`src/rtl/display_scan_if.sv`:
```
// Bundle between the application and the display scan controller.
// Ports: iEn, iLoad, iData, iMask (toward scanner); oCode, oAn, oBlank, oFrame (back).
interface display_scan_if #(
    parameter int DIGITS = 8
) ();
    logic                  iEn;
    logic                  iLoad;
    logic [4*DIGITS-1:0]   iData;
    logic [DIGITS-1:0]     iMask;
    logic [3:0]            oCode;
    logic [DIGITS-1:0]     oAn;
    logic                  oBlank;
    logic                  oFrame;

    modport master (
        output iEn, iLoad, iData, iMask,
        input  oCode, oAn, oBlank, oFrame
    );

    modport slave (
        input  iEn, iLoad, iData, iMask,
        output oCode, oAn, oBlank, oFrame
    );
endinterface

```
`src/rtl/display_scan_ctrl.sv`:
```
// Time-multiplexed 7-segment scan controller with double-buffered codes.
// Ports: clk, rst (sync, active-high), bus (slave side of display_scan_if).
module display_scan_ctrl #(
    parameter int DIGITS       = 8,
    parameter int SCAN_DIV     = 1000,
    parameter int BLANK_CYCLES = 50
) (
    input  logic           clk,
    input  logic           rst,
    display_scan_if.slave  bus
);
    localparam int CMAX = (SCAN_DIV > BLANK_CYCLES) ? SCAN_DIV : BLANK_CYCLES;
    localparam int CW   = $clog2(CMAX + 1);
    localparam int IW   = $clog2(DIGITS);
    localparam int DW   = 4 * DIGITS;

    localparam logic [CW-1:0] SHOW_LAST  = CW'(SCAN_DIV - 1);
    localparam logic [CW-1:0] BLANK_LAST =
        CW'((BLANK_CYCLES > 0) ? BLANK_CYCLES - 1 : 0);
    localparam logic [IW-1:0] IDX_LAST   = IW'(DIGITS - 1);

    typedef enum logic [1:0] {
        S_IDLE,
        S_BLANK,
        S_SHOW
    } state_t;

    // With no blanking interval every digit starts directly in SHOW.
    localparam state_t S_FIRST = (BLANK_CYCLES > 0) ? S_BLANK : S_SHOW;

    state_t          r_state;
    logic [IW-1:0]   r_idx;
    logic [CW-1:0]   r_cnt;
    logic [DW-1:0]   r_shadow;
    logic [DW-1:0]   r_active;
    logic            r_pending;
    logic [3:0]      r_code;
    logic [DIGITS-1:0] r_an;
    logic            r_blank;
    logic            r_frame;

    state_t          w_state_nx;
    logic [IW-1:0]   w_idx_nx;
    logic [CW-1:0]   w_cnt_nx;
    logic            w_bound;
    logic            w_entry;
    logic [DW-1:0]   w_shadow_nx;
    logic [DW-1:0]   w_active_nx;
    logic            w_pending_nx;
    logic [DIGITS-1:0] w_onehot;
    logic            w_lit;
    logic [3:0]      w_code_nx;

    always_comb begin
        w_state_nx = r_state;
        w_idx_nx   = r_idx;
        w_cnt_nx   = r_cnt;
        w_bound    = 1'b0;
        w_entry    = 1'b0;
        unique case (r_state)
            S_IDLE: begin
                w_idx_nx = '0;
                w_cnt_nx = '0;
                if (bus.iEn) begin
                    w_state_nx = S_FIRST;
                    w_entry    = 1'b1;
                end
            end
            S_BLANK: begin
                if (!bus.iEn) begin
                    w_state_nx = S_IDLE;
                    w_idx_nx   = '0;
                    w_cnt_nx   = '0;
                end else if (r_cnt == BLANK_LAST) begin
                    w_state_nx = S_SHOW;
                    w_cnt_nx   = '0;
                end else begin
                    w_cnt_nx = r_cnt + 1'b1;
                end
            end
            S_SHOW: begin
                if (!bus.iEn) begin
                    w_state_nx = S_IDLE;
                    w_idx_nx   = '0;
                    w_cnt_nx   = '0;
                end else if (r_cnt == SHOW_LAST) begin
                    w_state_nx = S_FIRST;
                    w_cnt_nx   = '0;
                    if (r_idx == IDX_LAST) begin
                        w_idx_nx = '0;
                        w_bound  = 1'b1;
                    end else begin
                        w_idx_nx = r_idx + 1'b1;
                    end
                end else begin
                    w_cnt_nx = r_cnt + 1'b1;
                end
            end
            default: begin
                w_state_nx = S_IDLE;
                w_idx_nx   = '0;
                w_cnt_nx   = '0;
            end
        endcase
    end

    // A load coinciding with a transfer point goes straight to active.
    always_comb begin
        w_shadow_nx  = r_shadow;
        w_active_nx  = r_active;
        w_pending_nx = r_pending;
        if (bus.iLoad) begin
            w_shadow_nx  = bus.iData;
            w_pending_nx = 1'b1;
        end
        if (w_bound || w_entry) begin
            if (bus.iLoad) begin
                w_active_nx = bus.iData;
            end else if (r_pending) begin
                w_active_nx = r_shadow;
            end
            w_pending_nx = 1'b0;
        end
    end

    // Outputs are registered from next-state values so they line up
    // with the state they describe.
    assign w_onehot = {{(DIGITS-1){1'b0}}, 1'b1} << w_idx_nx;
    assign w_lit    = (w_state_nx == S_SHOW) && bus.iMask[w_idx_nx];
    assign w_code_nx = (w_state_nx == S_IDLE) ? 4'd0
                     : w_active_nx[{w_idx_nx, 2'b00} +: 4];

    always_ff @(posedge clk) begin
        if (rst) begin
            r_state   <= S_IDLE;
            r_idx     <= '0;
            r_cnt     <= '0;
            r_shadow  <= '0;
            r_active  <= '0;
            r_pending <= 1'b0;
            r_an      <= '1;
            r_code    <= 4'd0;
            r_blank   <= 1'b1;
            r_frame   <= 1'b0;
        end else begin
            r_state   <= w_state_nx;
            r_idx     <= w_idx_nx;
            r_cnt     <= w_cnt_nx;
            r_shadow  <= w_shadow_nx;
            r_active  <= w_active_nx;
            r_pending <= w_pending_nx;
            r_an      <= w_lit ? ~w_onehot : '1;
            r_code    <= w_code_nx;
            r_blank   <= ~w_lit;
            r_frame   <= w_bound;
        end
    end

    assign bus.oCode  = r_code;
    assign bus.oAn    = r_an;
    assign bus.oBlank = r_blank;
    assign bus.oFrame = r_frame;
endmodule

```
`src/flat_wrapper.sv`:
```
// flat-port wrapper written by rule: the top's interface ports become plain ports
module display_scan_ctrl_flat 
#(
    parameter int DIGITS       = 8,
    parameter int SCAN_DIV     = 1000,
    parameter int BLANK_CYCLES = 50
)
  (clk, rst, bus_iEn, bus_iLoad, bus_iData, bus_iMask, bus_oCode, bus_oAn, bus_oBlank, bus_oFrame);
  display_scan_if #(.DIGITS(DIGITS)) bus_i ();
  input  logic clk;
  input  logic rst;
  input wire logic [$bits(bus_i.iEn)-1:0] bus_iEn;
  input wire logic [$bits(bus_i.iLoad)-1:0] bus_iLoad;
  input wire logic [$bits(bus_i.iData)-1:0] bus_iData;
  input wire logic [$bits(bus_i.iMask)-1:0] bus_iMask;
  output wire logic [$bits(bus_i.oCode)-1:0] bus_oCode;
  output wire logic [$bits(bus_i.oAn)-1:0] bus_oAn;
  output wire logic [$bits(bus_i.oBlank)-1:0] bus_oBlank;
  output wire logic [$bits(bus_i.oFrame)-1:0] bus_oFrame;
  assign bus_i.iEn = bus_iEn;
  assign bus_i.iLoad = bus_iLoad;
  assign bus_i.iData = bus_iData;
  assign bus_i.iMask = bus_iMask;
  assign bus_oCode = bus_i.oCode;
  assign bus_oAn = bus_i.oAn;
  assign bus_oBlank = bus_i.oBlank;
  assign bus_oFrame = bus_i.oFrame;
  display_scan_ctrl #(.DIGITS(DIGITS), .SCAN_DIV(SCAN_DIV), .BLANK_CYCLES(BLANK_CYCLES)) u_core (.clk(clk), .rst(rst), .bus(bus_i));
endmodule
```
`config.mk`:
```
export PLATFORM = sky130hd
export DESIGN_NAME = display_scan_ctrl_flat
export DESIGN_NICKNAME = d
export VERILOG_FILES = /design/src/rtl/display_scan_if.sv /design/src/rtl/display_scan_ctrl.sv /design/src/flat_wrapper.sv
export SDC_FILE = /design/constraint.sdc
export NUM_CORES = 1
export LEC_CHECK = 0
export BUFFER_PORTS_ARGS = -buffer_cell sky130_fd_sc_hd__buf_4
export CAP_MARGIN = 20
export CORE_ASPECT_RATIO = 2
export CORE_MARGIN = 5
export CORE_UTILIZATION = 55
export CTS_BUF_LIST = sky130_fd_sc_hd__clkbuf_4 sky130_fd_sc_hd__clkbuf_8
export DETAILED_ROUTE_END_ITERATION = 12
export GPL_TIMING_DRIVEN = 1
export PLACE_DENSITY = 0.75
export SLEW_MARGIN = 25
export SYNTH_ARGS = -nofsm -noshare
export SYNTH_HDL_FRONTEND = slang
export SYNTH_SLANG_ARGS = --single-unit
```
`constraint.sdc`:
```
create_clock -name clk -period 3.1 [get_ports clk]
set_input_delay 0.155 -clock clk [delete_from_list [all_inputs] [get_ports clk]]
set_output_delay 0.155 -clock clk [all_outputs]
set_load 0.1 [all_outputs]
```
Word-level counts from Yosys, hierarchy flattened
Index checks and enable logic that the tools add are counted.

Multiplexer cells: 27. $add $sub $neg: 2. Magnitude comparators: 1. Shifts and indexed selects: 2. Equal/unequal tests: 6. Reductions and logical operators: 7. Bitwise logic cells: 2.

Operators by type and width (count): 2-to-1 mux 32 bit (3); 2-to-1 mux 10 bit (4); indexed part select 32 x 6 -> 4 bit (1); case mux 10 bit (2 select lines) (1); 2-to-1 mux 3 bit (4); adder 10 x 1 -> 10 bit, second input constant (1); equality test 10 bit, second input constant (1); equality test 10 x 6 -> 1 bit, second input constant (1); 2-to-1 mux 2 bit (5); inverter 8 bit (1); left shift 1 x 3 -> 8 bit, first input constant (1); 2-to-1 mux 1 bit (7); case mux 2 bit (3 select lines) (1); case mux 3 bit (2 select lines) (1); OR reduction 2 bit (3); equality test 2 bit, second input constant (2); logical NOT 2 bit (2); less-than comparator 3 x 4 -> 1 bit, second input constant (1); adder 3 x 1 -> 3 bit, second input constant (1); binary-select mux 1 bit (select 3 bit) (1); equality test 3 bit, second input constant (1); equality test 2 x 1 -> 1 bit, second input constant (1); logical AND 1 bit (1); logical OR 1 bit (1); inverter 1 bit (1).

Logic and storage cells: 57. Register bits: 94. Bits of input ports: 44. Output and inout bits: 14.

Longest topological paths before layout
Depth after elaboration: 10. Mapped depth: 12. Depth with buffers taken out: 9.

Worst setup path before layout
No wires, ideal clock.

Path type: register to register. From: register u_core.r_cnt[0]. To: register u_core.r_an[3], in the netlist u_core.bus.oAn[3]. Arrival time: 2.373 ns. Period minus slack after synthesis: 2.507 ns. Library setup time: 0.134 ns. Buffers on the path: 1. Stages on the path, launching flop included: 9. Path slack: 0.593 ns. Path through: dfxtp_1 -> ha_1 -> nand2_1 -> nor3_4 -> mux2_2 -> or2_1 -> clkbuf_1 -> nor2_1 -> or4b_1.

Cells in the longest elaborated chain, start to end: 9.

RTL lines: start: declaration (line display_scan_ctrl.sv:33) `logic [CW-1:0] r_cnt;`; start signal: assignment (line display_scan_ctrl.sv:148) `r_cnt <= w_cnt_nx;`; equality test 10 bit (line display_scan_ctrl.sv:86) `end else if (r_cnt == SHOW_LAST) begin`; 2-to-1 mux 3 bit (line display_scan_ctrl.sv:86); 2-to-1 mux 3 bit (line display_scan_ctrl.sv:82) `if (!bus.iEn) begin`; case mux 3 bit (2 select lines) (line display_scan_ctrl.sv:60) `unique case (r_state)`; binary-select mux 1 bit (select 3 bit) (line display_scan_ctrl.sv:129) `assign w_lit = (w_state_nx == S_SHOW) && bus.iMask[w_idx_nx];`; 2-to-1 mux 1 bit (not written as such) (line display_scan_ctrl.sv:129); logical AND 1 bit (line display_scan_ctrl.sv:129); inverter 1 bit (no source line); OR reduction 2 bit (no source line); end signal: assignment (line display_scan_ctrl.sv:152) `r_an <= w_lit ? ~w_onehot : '1;`; end: declaration (line display_scan_ctrl.sv:38) `logic [DIGITS-1:0] r_an;`.

Several ways; a longest one is shown, not always the timed one. The select of a mux whose other input is x is not followed. A chain may end at the register's enable or synchronous reset.

Worst setup path after layout
From: register u_core.r_state[0]. To: register u_core.r_code[3], in the netlist u_core.bus.oCode[3].

Cells in the longest elaborated chain, start to end: 5.

RTL lines: start: declaration (line display_scan_ctrl.sv:31) `state_t r_state;`; start signal: assignment (line display_scan_ctrl.sv:146) `r_state <= w_state_nx;`; equality test 2 bit (tied with other cells) (line display_scan_ctrl.sv:60); 2-to-1 mux 1 bit (tied with other cells) (line display_scan_ctrl.sv:60); logical OR 1 bit / case mux 2 bit (3 select lines) (equally long branches) (line display_scan_ctrl.sv:116, display_scan_ctrl.sv:60); 2-to-1 mux 32 bit / logical NOT 2 bit (equally long branches) (line display_scan_ctrl.sv:116, display_scan_ctrl.sv:130); indexed part select 32 x 6 -> 4 bit / OR reduction 2 bit (equally long branches); end signal: assignment (line display_scan_ctrl.sv:153) `r_code <= w_code_nx;`; end: declaration (line display_scan_ctrl.sv:37) `logic [3:0] r_code;`.

Several ways; a longest one is shown, not always the timed one.

==> flow_metrics.env <==
export IMPL_status="complete, no violations"
export IMPL_path_class="reg -> reg"
export IMPL_syn_avg_cell_area_um2=9.25
export IMPL_ys_seq_area_share_pct=46.1
export IMPL_cts_max_path_buffers=2
export IMPL_cts_max_level=3
export IMPL_die_area_um2=9350
export IMPL_synth_cells=441
export IMPL_yosys_area_share_simple_pct=20.6
export IMPL_synth_xor_area_share_pct=1.72
export IMPL_min_path_type="in -> reg"
export IMPL_antenna_left=0
export IMPL_tightest_slew_ns=0.745
export IMPL_antennaDiodeCount=0
export IMPL_cp_slowest_stage_delay_ns=0.43
export IMPL_grtUsageTotal_pct=22.0
export IMPL_port_buffers=57
export IMPL_cts_buffers=9
export IMPL_cts_hold_buf=0
export IMPL_synthMuxAreaShare_pct=11.2
export IMPL_fp_dieW_um=70.9
export IMPL_synth_seq_cells=94
export IMPL_finalHoldViolCount=0
export IMPL_clk_pin_slew_worst_paths_ns=0.09
export IMPL_place_area_um2=4550
export IMPL_clkLatencyLatePin_ns=0.37
export IMPL_cts_setup_buffers=0
export IMPL_crit_path_max_fanout=26
export IMPL_cts_tree="built"
export IMPL_grt_max_degree=75
export IMPL_critPathArrivalTime_ns=3.05
export IMPL_ios=58
export IMPL_powerDensity_nw_per_um2=500
export IMPL_setup_viol=0
export IMPL_crit_slowest_cell="o41ai_4"
export IMPL_dr_total_vias=3343
export IMPL_ys_types=50
export IMPL_drc=0
export IMPL_finalInstanceArea_um2=4730
export IMPL_drive_gt1_share_pct=18.9
export IMPL_core_rowCount=44
export IMPL_power_leakage_nw=1.89
export IMPL_drt_initial_drc_count=165
export IMPL_die_y_um=132
export IMPL_path_cells="inv_1 > ha_1 > nand2_1 > o41ai_4 > and2_1 > buf_4 > mux2i_1 > a22oi_1 > a31o_1"
export IMPL_dr_pass1_iters=4
export IMPL_start_kind="flip-flop"
export IMPL_synth_nets=493
export IMPL_relSlewSlack_pct=50.3
export IMPL_skew_ns=0.0103
export IMPL_cp_end_kind="flip-flop"
export IMPL_period_needed_ns=2.79
export IMPL_critical_path_buf_inv_count=2
export IMPL_yosysWarnings=0
export IMPL_avgRoutedWirePerCell_um=16.9
export IMPL_power_mw=2.36
export IMPL_viasPerCell=5.73
export IMPL_cts_sinks=94
export IMPL_ir_drop_v=0.000355
export IMPL_antenna_found_initial=0
export IMPL_rsz0062_at_grt="false"
export IMPL_grt_ovfl_total=0
export IMPL_gp_congestion=0.884
export IMPL_core_um2=7270
export IMPL_synthAdderAreaFrac_pct=2.45
export IMPL_synth_top_family_by_area="simple AND/OR/NAND/NOR gates"
export IMPL_cts_resized_gates=0
export IMPL_synth_compound_gate_area_share_pct=14.3
export IMPL_holdWs_ns=0.0507
export IMPL_cap_violations=0
export IMPL_cts_root_buf="clkbuf_8"
export IMPL_finalCritPeriodShare_pct=89.9
export IMPL_drv_slew=0
export IMPL_fillers=619
export IMPL_fmax_ghz=0.359
export IMPL_grt_pass1_vias=3365
export IMPL_totalWireLength_um=9850
export IMPL_area_growth_pct=15.8
export IMPL_fin_tns_setup_ns=0
export IMPL_initial_core_util_pct=56.2
export IMPL_post_dp_hpwl_um=7300
export IMPL_final_nets=538
export IMPL_synth_area_um2=4080
export IMPL_cp_top_family="compound AO/OA/AOI/OAI gates"
export IMPL_cp_required_ns=3.37
export IMPL_grt_pass1_wl_um=16200
[Yosys cell counts, drive strengths merged]
cell type,n,area (um2)
and2,2,12.5
buf,16,76.3
o41ai,1,27.5
nand4bb,2,38.8
xor2,3,26.3
nand4b,1,8.76
nand2,23,86.3
a211o,1,8.76
nor2b,11,68.8
clkbuf,14,52.6
o211ai,2,15.0
a2111oi,1,8.76
or3b,1,8.76
and3,2,12.5
o221ai,3,26.3
a211oi,20,150
a22oi,7,52.6
or4b,6,60.1
o32ai,2,17.5
a311oi,3,26.3
nor4,1,6.26
a32o,1,10.0
a31o,4,35.0
nor3b,1,7.51
xnor2,5,43.8
nand3,20,105
o21bai,1,7.51
mux2i,40,400
or2,3,18.8
o22ai,2,12.5
a21oi,20,100
o21ai,16,80.1
dfxtp,94,1880
nand3b,2,15.0
nor2,77,289
o31ai,1,7.51
mux2,5,56.3
nor4b,1,15.0
nor4bb,2,20.0
ha,8,100
inv,5,18.8
nor3,11,66.3
[routing by layer]
layer	up-vias	wire [um]	part of all wire [%]	GRT usage, %
li1	1650	-	-	-
met1	1589	3550	36	23.4
met2	76	5520	56	38.8
met3	28	383	3.9	4.73
met4	0	396	4.0	12.4
met5	-	0	0	0
[metrics by stage]
step,util (%),setup slack (ns),std cells
2_1_floorplan,-,0.593,441
3_3_place_gp,62.6,0.362,567
3_5_place_dp,62.6,0.336,567
4_1_cts,65.1,0.307,583
5_1_grt,65.1,0.0391,583
6_report,65.1,0.313,583
[logic make-up (layout without fill, tap and decap cells)]
group                    Yosys count  in the layout
multiplexers                      45             45
XOR/XNOR                           8              8
AO/OA/AOI/OAI                     85             85
AND/OR/NAND/NOR                  166            166
flip-flops                        94             94
adder cells (fa/ha/maj)            8              8
buffers and inverters             35             85
[cells in the final DEF (no fill, tap or decap), types with 5 or more instances in the layout]
cell and count:
o21ai_0 15, xnor2_1 5, nor3_1 10, a22oi_1 7, inv_1 5, mux2_2 5
ha_1 8, nor2b_1 11, nor2_1 77, nand2_1 23, or4b_1 6, a21oi_1 20
buf_4 64, a211oi_1 20, nand3_1 19, clkbuf_8 10, mux2i_1 40, dfxtp_1 94
[flip-flops by register name, indices dropped and copies added, names as in the netlist]
name and cells:
u_core.r_active 32, u_core.r_state 2, u_core.bus.oAn 8, u_core.bus.oBlank 1
u_core.bus.oFrame 1, u_core.r_shadow 32, u_core.r_cnt 10, u_core.r_idx 3
u_core.bus.oCode 4, u_core.r_pending 1
[area by class of cell]
type,count,area (um2),area share [%]
Clock buffer,13,160,3.39
Clock inverter,3,20.0,0.423
Inverter,5,18.8,0.397
Multi-Input combinational cell,312,2050,43.4
Sequential cell,94,1880,39.8
Tap cell,92,115,2.43
Timing Repair Buffer,64,480,10.2
[worst register-to-register path, stage by stage, from the launching register on]
cell,delay [ns]
dfxtp_1,0.37
inv_1,0.10
ha_1,0.39
nand2_1,0.15
o41ai_4,0.43
and2_1,0.22
buf_4,0.28
mux2i_1,0.38
a22oi_1,0.13
a31o_1,0.24
[report_power, final]
part           switching, mW  leakage (nW)  internal, mW
sequential            0.0203         0.770          1.27
combinational          0.188          1.03         0.129
clock                  0.415        0.0899         0.340
[path summary, 6_finish.rpt]
check / endpoint / cells past startpoint / start / slack, ns
setup / recovery: u_core.bus.oCode[3] / 9 / u_core.r_state[0] / 0.31
hold / removal: u_core.r_shadow[29] / 3 / bus_iData[29] / 0.05
setup reg to reg: u_core.bus.oCode[3] / 9 / u_core.r_state[0] / 0.31
hold reg to reg: u_core.r_cnt[0] / 1 / u_core.r_cnt[0] / 0.48
Note: power is estimated with default switching activity, not from simulation.
